<file path="src/rtl/serial_adder_ctrl.sv">
// Bit-serial adder controller: loads two WIDTH-bit operands and a carry-in on
// start, adds one bit pair per clock LSB-first through a 1-bit full adder, and
// publishes the registered sum/carry-out with a one-cycle done pulse.
module serial_adder_ctrl #(
  parameter int unsigned WIDTH = 8
) (
  input  logic             clk,
  input  logic             reset,
  input  logic             start,
  input  logic [WIDTH-1:0] a,
  input  logic [WIDTH-1:0] b,
  input  logic             cin,
  output logic             busy,
  output logic             done,
  output logic [WIDTH-1:0] s,
  output logic             cout
);

  localparam int unsigned CW = $clog2(WIDTH) + 1;

  typedef enum logic [1:0] {
    IDLE = 2'd0,
    ADD  = 2'd1,
    DONE = 2'd2
  } state_t;

  state_t           state, state_d;
  logic [WIDTH-1:0] a_sr, a_sr_d;
  logic [WIDTH-1:0] b_sr, b_sr_d;
  logic [WIDTH-1:0] acc, acc_d;
  logic             carry, carry_d;
  logic [CW-1:0]    cnt, cnt_d;
  logic             busy_d, done_d, cout_d;
  logic [WIDTH-1:0] s_d;

  logic sum_bit_c;
  logic maj_c;
  logic load_c;

  // Full-adder stage on the current LSB pair and recirculated carry
  always_comb begin
    sum_bit_c = a_sr[0] ^ b_sr[0] ^ carry;
    maj_c     = (a_sr[0] & b_sr[0]) | (a_sr[0] & carry) | (b_sr[0] & carry);
  end

  // Next-state and next-output logic; done defaults low so it pulses once
  always_comb begin
    state_d = state;
    a_sr_d  = a_sr;
    b_sr_d  = b_sr;
    acc_d   = acc;
    carry_d = carry;
    cnt_d   = cnt;
    busy_d  = busy;
    done_d  = 1'b0;
    s_d     = s;
    cout_d  = cout;
    load_c  = 1'b0;

    case (state)
      IDLE: begin
        if (start) load_c = 1'b1;
      end
      ADD: begin
        carry_d = maj_c;
        acc_d   = (acc >> 1) | (WIDTH'(sum_bit_c) << (WIDTH - 1));
        a_sr_d  = a_sr >> 1;
        b_sr_d  = b_sr >> 1;
        cnt_d   = cnt + CW'(1);
        if (cnt == CW'(WIDTH - 1)) begin
          s_d     = (acc >> 1) | (WIDTH'(sum_bit_c) << (WIDTH - 1));
          cout_d  = maj_c;
          done_d  = 1'b1;
          busy_d  = 1'b0;
          state_d = DONE;
        end
      end
      DONE: begin
        if (start) load_c = 1'b1;
        else       state_d = IDLE;
      end
      default: begin
        state_d = IDLE;
      end
    endcase

    // Operand capture shared by IDLE and back-to-back restart from DONE
    if (load_c) begin
      a_sr_d  = a;
      b_sr_d  = b;
      carry_d = cin;
      cnt_d   = '0;
      acc_d   = '0;
      busy_d  = 1'b1;
      state_d = ADD;
    end
  end

  // State and output registers, cleared asynchronously on reset
  always_ff @(posedge clk or posedge reset) begin
    if (reset) begin
      state <= IDLE;
      a_sr  <= '0;
      b_sr  <= '0;
      acc   <= '0;
      carry <= 1'b0;
      cnt   <= '0;
      busy  <= 1'b0;
      done  <= 1'b0;
      s     <= '0;
      cout  <= 1'b0;
    end else begin
      state <= state_d;
      a_sr  <= a_sr_d;
      b_sr  <= b_sr_d;
      acc   <= acc_d;
      carry <= carry_d;
      cnt   <= cnt_d;
      busy  <= busy_d;
      done  <= done_d;
      s     <= s_d;
      cout  <= cout_d;
    end
  end

endmodule

</file>
<file path="config.mk">
export PLATFORM = sky130hd
export DESIGN_NAME = serial_adder_ctrl
export DESIGN_NICKNAME = d
export VERILOG_FILES = /design/src/rtl/serial_adder_ctrl.sv
export SDC_FILE = /design/constraint.sdc
export NUM_CORES = 1
export LEC_CHECK = 0
export CORE_MARGIN = 2
export CORE_UTILIZATION = 46
export DETAILED_ROUTE_END_ITERATION = 6
export PLACE_DENSITY = 0.76
export SYNTH_ARGS = -nofsm -noshare
export SYNTH_HDL_FRONTEND = slang
export SYNTH_SLANG_ARGS = --single-unit
</file>
<file path="constraint.sdc">
create_clock -name clk -period 1.7 [get_ports clk]
set_clock_uncertainty 0.15 [all_clocks]
set_input_delay 0.51 -clock clk [delete_from_list [all_inputs] [get_ports clk]]
set_output_delay 0.51 -clock clk [all_outputs]
set_load 0.005 [all_outputs]
</file>
# After elaboration in Yosys (flattened, before gate mapping)

Cells that the tools add are included.
Widths: inputs -> output; s select.

Add/sub/neg operators: 1
Multipliers: 0
Div/mod/pow operators: 0
Order comparisons: 0
Equality and inequality tests: 6
Shifts and indexed selects: 0
Muxes and demuxes: 21
Bitwise operators: 8
Reductions and logical operators: 7

Operator list:

| cell                | count |
|---|---|
| $mux 8              | 6 |
| $mux 1              | 9 |
| $mux 4              | 2 |
| $or 7x8->8          | 1 |
| $mux 2              | 3 |
| $ne 3x3->1 const B  | 2 |
| $pmux 2 s3          | 1 |
| $add 4x1->4 const B | 1 |
| $eq 4x3->1 const B  | 1 |
| $reduce_and 2->1    | 2 |
| $reduce_bool 2->1   | 2 |
| $and 1x1->1         | 3 |
| $reduce_and 3->1    | 1 |
| $eq 2x1->1 const B  | 1 |
| $eq 2x2->1 const B  | 1 |
| $logic_not 2->1     | 1 |
| $ne 2x2->1 const B  | 1 |
| $or 1x1->1          | 2 |
| $reduce_or 2->1     | 1 |
| $xor 1x1->1         | 2 |

Flip-flop bits (word level): 42
Latch bits: 0
RAM bits: 0
ROM bits: 0
Input bits: 20
Output and inout port bits: 11
Word-level logic and storage cells: 53
Memories: 0

# Depth between registers and ports, before layout

Word-level depth: 5
Depth in mapped cells: 5
Mapped depth without buffers: 4

# Least setup slack after synthesis

No wires, ideal clock.

Path type: register to register
From: reg state[1]
To: reg s[0]
Setup time: 0.125 ns
Data arrival time: 1.262 ns
Required time: 1.425 ns
Setup slack: 0.163 ns
Cell stages (with the launch flop): 6
Path buffers: 2
Period minus slack after synthesis: 1.537 ns
Path through: dfrtp_1 > nand2b_1 > buf_6 > nor3_4 > buf_6 > mux2_4

Longest elaborated chain between the ends: 2

RTL lines:

| element                    | RTL line | text |
|---|---|---|
| start: declaration         | 27       | `state_t state, state_d;` |
| start signal: assignment   | 113      | `state <= state_d;` |
| $eq 2x1->1                 | 60       | `case (state)` |
| $reduce_and 2->1 (no line) | -        |  |
| end signal: assignment     | 110      | `s <= '0;` |
| end signal: assignment     | 121      | `s <= s_d;` |
| end: declaration           | 15       | `output logic [WIDTH-1:0] s,` |

No other way between the ends.
A chain may end at the register's enable or synchronous reset.

# Worst setup path in the final report

From: in start
To: reg a_sr[0]

Longest elaborated chain between the ends: 3
Elaborated cells between the ends (all ways): 4
Those cells by class: 3 x mux; 1 x reduce/logical

RTL lines:

| element                                            | RTL line | text |
|---|---|---|
| start: declaration                                 | 9        | `input logic start,` |
| $mux 1 (*)                                         | 62, 79   |  |
| $mux 1 (*)                                         | -        |  |
| $mux 8 / $reduce_bool 2->1 (equally long branches) | -        |  |
| end signal: assignment                             | 114      | `a_sr <= a_sr_d;` |
| end: declaration                                   | 28       | `logic [WIDTH-1:0] a_sr, a_sr_d;` |

Every way passes the cells marked *; elsewhere a longest branch is shown, timed or not.

==> impl_metrics.py <==
metrics = {
    "final_layout": {
        "antenna_cells": 0,
        "fin_area_mm2": 0.00234,
        "fill_cells": 295,
        "areaGrowthSynthToFinish_pct": 35.9,
        "final_nets": 209,
        "drive_gt1_share_pct": 20.2,
        "fin_util_pct": 64.5,
    },
    "global_route": {
        "met1_usage_pct": 23.9,
        "grt_pass1_vias": 1255,
        "grt.met3_usage_pct": 5.99,
        "globalRoute.busiestLayer": "met2",
        "grt_max_degree": 42,
        "antenna_found_initial": 0,
        "grt_use_met2_pct": 28.7,
        "gr-usage-all-layers_pct": 18.2,
        "grt-ovfl-total": 0,
        "grt_pass1_wl_mm": 5.88,
    },
    "synth": {
        "ys_ff_latch": 41,
        "syn_area_mm2": 0.00172,
        "yosysWarnings": 0,
        "synth_edf_count": 0,
        "synthArstFlopShare_pct": 100,
        "seq_area_frac_synth_pct": 59.5,
        "ys_types": 26,
        "synth_fp_nets": 164,
        "synth-main-ff-cell": "dfrtp_1",
        "synthCells": 142,
        "syn_avg_cell_area_um2": 12.1,
    },
    "detailed_routing": {
        "drcViolationCount": 0,
        "vias_per_cell": 5.27,
        "finalWirelength_mm": 3.49,
        "wl_per_cell_um": 14.8,
        "drt_iter0_drc": 62,
        "vias": 1243,
        "ant_nets": 0,
        "first_pass_iters": 4,
    },
    "setup_path": {
        "r2r_setup_slack_ns": 0.11,
        "critPathLaunchType": "primary input",
        "cp.required_ns": 1.73,
        "path_max_fanout": 8,
        "crit_path_end_kind": "flop",
        "worstPathArrival_ns": 1.72,
        "crit_type": "primary input to flop",
    },
    "cts": {
        "htreeDepth": 2,
        "insertion_delay_ns": 0.29,
        "cts_root_buffer": "clkbuf_8",
        "path_clk_slew_ns": 0.08,
        "cts_buffer_depth": 2,
        "numCtsBuffers": 5,
        "cts_tree": "done",
        "cts_sinks": 41,
    },
    "die": {
        "ios": 31,
        "num_rows": 22,
        "die_h_um": 65.2,
        "initial_core_util_pct": 47.5,
        "dieArea_mm2": 0.00425,
        "coreArea_mm2": 0.00363,
        "die-width_um": 65.2,
    },
    "run_status": {
        "status": "complete, no violations",
    },
    "pwr": {
        "power.density_mw_per_mm2": 1810,
        "ir_drop_v": 0.00109,
        "power_leakage_nw": 1.14,
    },
    "sta": {
        "hold_violations": 0,
        "fin_crit_ns": 1.69,
        "tightest_slew_ns": 0.349,
        "whs_ns": 0.356,
        "setup_slack_ns": 0.0130,
        "fin_setup_tns_ns": 0,
        "slew_headroom_pct": 76.7,
        "fmax_ghz": 0.593,
        "finalSetupViolations": 0,
        "drv_slew": 0,
        "finalCritPeriodShare_pct": 99.2,
    },
    "job": {
        "maxCapViolCount": 0,
    },
    "place": {
        "place.gp.congestion": 0.747,
        "portBuffers": 30,
        "dp_slack_ns": -0.319,
        "post_dp_cell_area_mm2": 0.00214,
        "hpwl_mm": 2.38,
    },
    "worst_hold_path": {
        "min_path_type": "flop to flop",
    },
}
area by class of cell:
type / count / area [um2] / share of cell area, %
sequential: 41 / 1030 / 43.8
clock inverter: 3 / 65.1 / 2.78
multi-input combinational: 83 / 631 / 26.9
timing repair buffer: 49 / 467 / 19.9
tap: 48 / 60.1 / 2.56
clock buffer: 5 / 68.8 / 2.94
inverter: 7 / 26.3 / 1.12
flip-flops by register name, indices dropped and copies added, names as in the netlist:
name   flops
carry      1
b_sr       8
cnt        4
s          8
state      2
cout       1
done       1
busy       1
acc        7
a_sr       8
where the power goes:
group	switching, W	internal [W]	total (W)	leakage [nW]
clock	0.000340	0.000583	0.000924	0.0681
combinational	0.000750	0.000912	0.00166	0.550
sequential	0.000266	0.00140	0.00166	0.521
cells in the mapped netlist, types with 3 or more instances:
cell      number  share of area [%]
a221o_1        3                1.7
a22o_1        10                5.1
a22oi_1       11                4.8
buf_2          6                1.7
clkbuf_1       3               0.65
dfrtp_1       41                 60
inv_1          7                1.5
mux2_4         6                5.2
mux2i_1        4                2.3
nand2_1       16                3.5
nand3_1       11                3.2
nor2_1         4               0.87
nor3_1         3               0.87
worst paths after layout:
| path | endpoint | cells after the start | from |
|---|---|---|---|
| setup reg to reg | s[6] | 5 | cnt[1] |
| setup / recovery | a_sr[0] | 5 | start |
| max in group asynchronous | b_sr[2] | 3 | reset |
| hold reg to reg | b_sr[4] | 2 | b_sr[4] |
| hold / removal | b_sr[4] | 2 | b_sr[4] |
| min in group asynchronous | s[6] | 3 | reset |
critical path: stages:
cell and delay (ns):
clkdlybuf4s50_1 0.52, nor2b_4 0.20, buf_4 0.17, nor3_1 0.06, a221o_1 0.26
repair_timing:
action,CTS,global route
pin swaps,0,1
setup buffers,5,3
gates resized for setup,12,4
endpoints found under the setup margin,13,8
hold buffers,0,0
per-stage QoR:
stage / power, W / std cells
floorplan: 0.00266 / 142
global placement: 0.00319 / 220
detailed placement: 0.00328 / 220
CTS: 0.00421 / 233
global route: 0.00454 / 236
finish: 0.00425 / 236
logic make-up (layout without fill, tap and decap cells):
logic type               after synthesis  count (layout)  synth area share, %
adder cells (fa/ha/maj)                2               2                 1.89
AO/OA/AOI/OAI                         28              28                 13.1
XOR/XNOR                               1               1                0.508
AND/OR/NAND/NOR                       41              41                 11.6
flip-flops                            41              41                 59.5
buffers and inverters                 18              64                 5.23
multiplexers                          11              11                 8.20
per-layer routing:
metal / routed length, um / part of all wire, %
met1: 1480 / 42
met2: 1760 / 50
met3: 210 / 6.0
met4: 41 / 1.2
met5: 0 / 0
cells in the final DEF, fill, tap and decap left out, types with 4 or more instances in the layout:
| cell type | netlist | layout |
|---|---|---|
| inv_1 | 7 | 7 |
| clkdlybuf4s50_1 | 0 | 19 |
| buf_4 | 0 | 16 |
| nand3_1 | 11 | 11 |
| a22o_1 | 10 | 10 |
| a22oi_1 | 11 | 11 |
| nand2_1 | 16 | 15 |
| mux2i_1 | 4 | 4 |
| dlygate4sd2_1 | 0 | 11 |
| mux2_4 | 6 | 6 |
| clkbuf_8 | 0 | 5 |
| dfrtp_1 | 41 | 41 |
| nor2_1 | 4 | 4 |
Note: power is estimated with default switching activity, not from simulation.
==> patch 1: new RTL, config.mk and constraints unchanged <==
Register the inputs `start`, `a`, `b` and `cin` before use, cleared by the reset. The logic sees them one clock later. Comments in the files are not updated.
--- a/src/rtl/serial_adder_ctrl.sv
+++ b/src/rtl/serial_adder_ctrl.sv
@@ -25,2 +25,21 @@
   } state_t;
+
+  logic start_q;
+  logic [WIDTH-1:0] a_q;
+  logic [WIDTH-1:0] b_q;
+  logic cin_q;
+
+  always_ff @(posedge clk or posedge reset) begin
+    if (reset) begin
+      start_q <= '0;
+      a_q     <= '0;
+      b_q     <= '0;
+      cin_q   <= '0;
+    end else begin
+      start_q <= start;
+      a_q     <= a;
+      b_q     <= b;
+      cin_q   <= cin;
+    end
+  end
 
@@ -61,3 +80,3 @@
       IDLE: begin
-        if (start) load_c = 1'b1;
+        if (start_q) load_c = 1'b1;
       end
@@ -78,3 +97,3 @@
       DONE: begin
-        if (start) load_c = 1'b1;
+        if (start_q) load_c = 1'b1;
         else       state_d = IDLE;
@@ -88,5 +107,5 @@
     if (load_c) begin
-      a_sr_d  = a;
-      b_sr_d  = b;
-      carry_d = cin;
+      a_sr_d  = a_q;
+      b_sr_d  = b_q;
+      carry_d = cin_q;
       cnt_d   = '0;
Behaviour: not the same (a bounded check fails within 4 cycles, from zero or initial values and one cycle with reset high).
==> patch 1 against the original RTL <==
Total power rose by 12%; worst setup slack gained 0.036 ns; highest routed layer unchanged; area after synthesis is 25% higher; register-to-register slack got worse by 0.06 ns; critical path depth did not move; wire length up 3.8%; design area increased by 17%; sequential cell count rose by 18.
==> patch 1: results (changes against the original RTL) <==
{
  "drive_above_1_share": {"value": 0.178, "change": "-0.0242"},
  "first_global_vias": {"value": 1447, "change": "+15%"},
  "tritoncts_buffer_count": {"value": 9, "change": "+4"},
  "max-slew-margin-rel": {"value": 0.561, "change": "-0.206"},
  "grt_use_total": {"value": 0.167, "change": "-0.0147"},
  "worstHoldStart": "b_q[6]",
  "pint": {"value": 3.33, "unit": "mW", "change": "+15%"},
  "r2r_slack": {"value": 0.05, "unit": "ns", "change": "-0.06 ns"},
  "global_route.usage.met2": {"value": 0.265, "change": "-0.0220"},
  "grt_first_pass_wirelength": {"value": 6440, "unit": "um", "change": "+9.6%"},
  "power.sequential.fraction": {"value": 0.437, "change": "+0.046"},
  "synth.mux.area_fraction": {"value": 0.0507, "change": "-0.0313"},
  "synth_seq_area_share": {"value": 0.687, "change": "+0.0922"},
  "synth.lib_cells_used.distinct": {"value": 28, "change": "+7.7%"},
  "wl_met2": {"value": 1700, "unit": "um", "change": "-3.3%"},
  "routedWlPerCell": {"value": 13.9, "unit": "um", "change": "-5.8%"},
  "status": "finished, final reports clean",
  "placed_area": {"value": 2530, "unit": "um^2", "change": "+18%"},
  "p_leak": {"value": 1.31, "unit": "nW", "change": "+15%"},
  "total_routed_length": {"value": 3620, "unit": "um", "change": "+3.8%"},
  "synthesis.instances": {"value": 161, "change": "+13%"},
  "cts_resized": {"value": 11, "change": "-1"},
  "synth_nets": {"value": 183, "change": "+12%"},
  "gp_routability_congestion": {"value": 0.771, "change": "+3.2%"},
  "timing.critical_path.to": "s[4]",
  "use_met1": {"value": 0.200, "change": "-0.0392"},
  "dp.cells": {"value": 241, "change": "+9.5%"},
  "crit-reg2reg-launch": "cnt[0]",
  "met3RoutedLength": {"value": 217, "unit": "um", "change": "+3.3%"},
  "net-switching-power": {"value": 1.45, "unit": "mW", "change": "+6.8%"},
  "pwr-share-comb": {"value": 0.289, "change": "-0.102"},
  "holdPathEnd": "b_sr[6]",
  "worst_hold_slack_across_all_endpoints": {"value": 0.314, "unit": "ns", "change": "-0.0424 ns"},
  "grt_max_degree": {"value": 60, "change": "+43%"},
  "place.detailed.hpwl": {"value": 2380, "unit": "um", "change": "+0.21%"},
  "synth_common_cells": "sky130_fd_sc_hd__dfrtp_1 (59), sky130_fd_sc_hd__nand2_1 (18), sky130_fd_sc_hd__nand3_1 (12)",
  "cp_class": "register to register",
  "finish.net_count": {"value": 225, "change": "+7.7%"},
  "detail_route.vias_per_cell": {"value": 5.27, "change": "about the same"},
  "synth.top_cells.by_area": "sky130_fd_sc_hd__dfrtp_1 (69%), sky130_fd_sc_hd__a22oi_1 (3.8%), sky130_fd_sc_hd__mux2_2 (3.7%)",
  "layout_fillers": {"value": 326, "change": "+11%"},
  "met1_length": {"value": 1600, "unit": "um", "change": "+8.0%"},
  "postCtsSetupRepairBufs": {"value": 3, "change": "-2"}
}
==> patch 1: cell families after synthesis <==
group	count (synthesis)
compound gates	28
xor+xnor	1
flops	59
simple gates	44
fa+ha+maj	2
mux	10
buf+inv	17
==> patch 1: stage by stage <==
stage	setup slack (ns)	util	TNS (ns)
global route	0.0104	0.623	0
floorplan	0.142	-	0
CTS	0.0395	0.623	0
global placement	0.0673	0.573	0
finish	0.0489	0.623	0
detailed placement	-0.00336	0.573	-0.00336
==> patch 1: critical path: cells and delay by family, from the launching register on <==
family / cells / cell delay (ns)
flops: 1 / 0.38
buf+inv: 1 / 0.17
fa+ha+maj: 1 / 0.19
mux: 1 / 0.33
simple gates: 2 / 0.33
==> patch 1: layout make-up <==
type                    instances  share of cell area
repair buffers                 41               0.139
multi-input cells              85               0.213
clock inverters                 4              0.0173
clock buffers                  12              0.0600
inverters                       7              0.0109
well taps                      52              0.0236
flip-flops and latches         59               0.537
==> patch 2: new RTL, same flow settings <==
Made on the original files. The parameter `WIDTH` goes from 8 to 16.
--- a/src/rtl/serial_adder_ctrl.sv
+++ b/src/rtl/serial_adder_ctrl.sv
@@ -4,3 +4,3 @@
 module serial_adder_ctrl #(
-  parameter int unsigned WIDTH = 8
+  parameter int unsigned WIDTH = 16
 ) (
Ports: changed (resized a, b and s); port bits go from 31 to 55. No check against the original RTL was run, so the function may have changed too.
==> patch 2 against the original RTL <==
The run now ends with negative setup slack left; die area rose by 68%; area after synthesis rose by 73%; wire length rose by 80%; worst hold slack got worse by 0.026 ns; design area rose by 77%; sequential cell count rose by 33; total power rose by 67%; worst setup slack got worse by 0.14 ns; synthesized cell count rose by 76%.
==> patch 2: results (changes against the original RTL) <==
{
  "status": "complete, but fails checks",
  "violations": "negative setup slack",
  "fin_cells": {"value": 415, "change": "+76%"},
  "drive_above_1_share": {"value": 0.234, "change": "+0.0316"},
  "worst_hold_stages": {"value": 1, "change": "-1"},
  "synth-compound-area-share": {"value": 0.146, "change": "+0.0153"},
  "tritoncts_buffer_count": {"value": 9, "change": "+4"},
  "top_regs": "a_sr (16), b_sr (16), s (16)",
  "cts_htree_levels": {"value": 3, "change": "+1"},
  "drtIter0Drc": {"value": 78, "change": "+26%"},
  "grt_first_pass_wirelength": {"value": 10700, "unit": "um", "change": "+81%"},
  "grt_use_total": {"value": 0.191, "change": "+0.00902"},
  "gp_routability_congestion": {"value": 0.775, "change": "+3.8%"},
  "routedWlPerCell": {"value": 15.2, "unit": "um", "change": "+2.6%"},
  "setup_viol": {"value": 19, "change": "+19"},
  "total_number_of_clock_tree_sinks": {"value": 74, "change": "+80%"},
  "placed_area": {"value": 3820, "unit": "um^2", "change": "+79%"},
  "fin_ws": {"value": -0.127, "unit": "ns", "change": "-0.140 ns"},
  "use_met1": {"value": 0.267, "change": "+0.0276"},
  "synth.lib_cells_used.distinct": {"value": 27, "change": "+3.8%"},
  "max-slew-margin-rel": {"value": 0.764, "change": "-0.00225"},
  "synth_seq_area_share": {"value": 0.622, "change": "+0.0273"},
  "synth_nets": {"value": 289, "change": "+76%"},
  "p_leak": {"value": 2.07, "unit": "nW", "change": "+82%"},
  "finish.net_count": {"value": 372, "change": "+78%"},
  "place.detailed.hpwl": {"value": 4060, "unit": "um", "change": "+71%"},
  "global_route.usage.met2": {"value": 0.294, "change": "+0.00738"},
  "reg2reg_depth": {"value": 7, "change": "+2"},
  "synth.mux.area_fraction": {"value": 0.0635, "change": "-0.0185"},
  "net-switching-power": {"value": 2.40, "unit": "mW", "change": "+77%"},
  "groute.layer.met3.usage": {"value": 0.0452, "change": "-0.0147"},
  "place.port_buffers": {"value": 54, "change": "+80%"},
  "max-vdd-ir-drop": {"value": 0.890, "unit": "mV", "change": "-18%"},
  "synthesis.instances": {"value": 250, "change": "+76%"},
  "synthAdderAreaFrac": {"value": 0.0151, "change": "-0.00373"},
  "clock_insertion_delay_worst_skew": {"value": 0.34, "unit": "ns", "change": "+0.05 ns"},
  "setup_total_negative_slack": {"value": -1.93, "unit": "ns", "change": "-1.93 ns"},
  "grt_max_degree": {"value": 41, "change": "-2.4%"}
}
==> patch 2: cell count changes after synthesis, sizes merged, moves of 2 or more <==
| cell | delta |
|---|---|
| mux2i | -2 |
| a22oi | +17 |
| a22o | +7 |
| buf | +2 |
| mux2 | +8 |
| o21ai | +2 |
| nand2 | +17 |
| nor3 | -2 |
| clkbuf | +7 |
| nor2 | -2 |
| dfrtp | +33 |
| nand3 | +18 |
==> patch 2: per-layer routing <==
metal | up-vias | wire length (um) | share of wire
met2 | 58 | 2910 | 0.46
met1 | 1092 | 3010 | 0.48
li1 | 1063 | - | -
met3 | 10 | 292 | 0.046
met4 | 0 | 79 | 0.013
met5 | - | 0 | 0
==> patch 2: kinds of logic after synthesis <==
| family | after synthesis |
|---|---|
| and+or+nand+nor | 74 |
| buffers and inverters | 27 |
| DFF | 74 |
| adders and majority gates | 3 |
| AOI/OAI and AO/OA | 55 |
| muxes | 17 |
==> patch 2: final timing paths <==
kind | startpoint | to | slack [ns]
hold / removal | cnt[3] | cnt[3] | 0.33
min in group asynchronous | reset | a_sr[15] | 0.44
max in group asynchronous | reset | b_sr[3] | 0.75
hold reg to reg | cnt[3] | cnt[3] | 0.33
setup reg to reg | cnt[1] | s[2] | -0.13
setup / recovery | cnt[1] | s[2] | -0.13
==> patch 2: power groups by stage <==
stage                     Clock [mW]  Combinational (mW)  Sequential (mW)
after floorplan                    0                1.70             2.93
after global placement             0                2.66             3.00
after detailed placement           0                2.74             3.02
after CTS                       1.28                2.78             2.99
after global routing            1.35                3.18             3.10
final                           1.24                2.86             2.99
==> patch 2: final cells by class <==
cell class | instances | area [um^2]
Fill cell | 501 | 2160
Sequential cell | 74 | 1850
Multi-Input combinational cell | 149 | 1100
Timing Repair Buffer | 92 | 898
Clock buffer | 11 | 141
Tap cell | 77 | 96.3
Clock inverter | 5 | 37.5
Inverter | 7 | 32.5
==> patch 2: repair_timing <==
item                       4_1_cts  5_1_grt
setup endpoints to repair       38       26
pin swaps                        3        2
gates cloned                     1        0
hold buffers                     0        0
buffers inserted                 9        5
gates resized for setup         29       10
==> patch 2: metrics by stage <==
stage          worst slack [ns]   util
4_1_cts                  -0.180  0.649
2_1_floorplan            -0.107      -
3_3_place_gp             -0.274  0.605
5_1_grt                  -0.182  0.659
6_report                 -0.127  0.659
3_5_place_dp             -0.299  0.605
==> patch 2: worst max-delay path: stages (launching register included) <==
cell and delay [ns]:
sky130_fd_sc_hd__dfrtp_1 0.40, sky130_fd_sc_hd__ha_2 0.19, sky130_fd_sc_hd__and3_4 0.15, sky130_fd_sc_hd__ha_4 0.15
sky130_fd_sc_hd__nand3b_1 0.10, sky130_fd_sc_hd__buf_6 0.14, sky130_fd_sc_hd__buf_12 0.14, sky130_fd_sc_hd__mux2_4 0.30
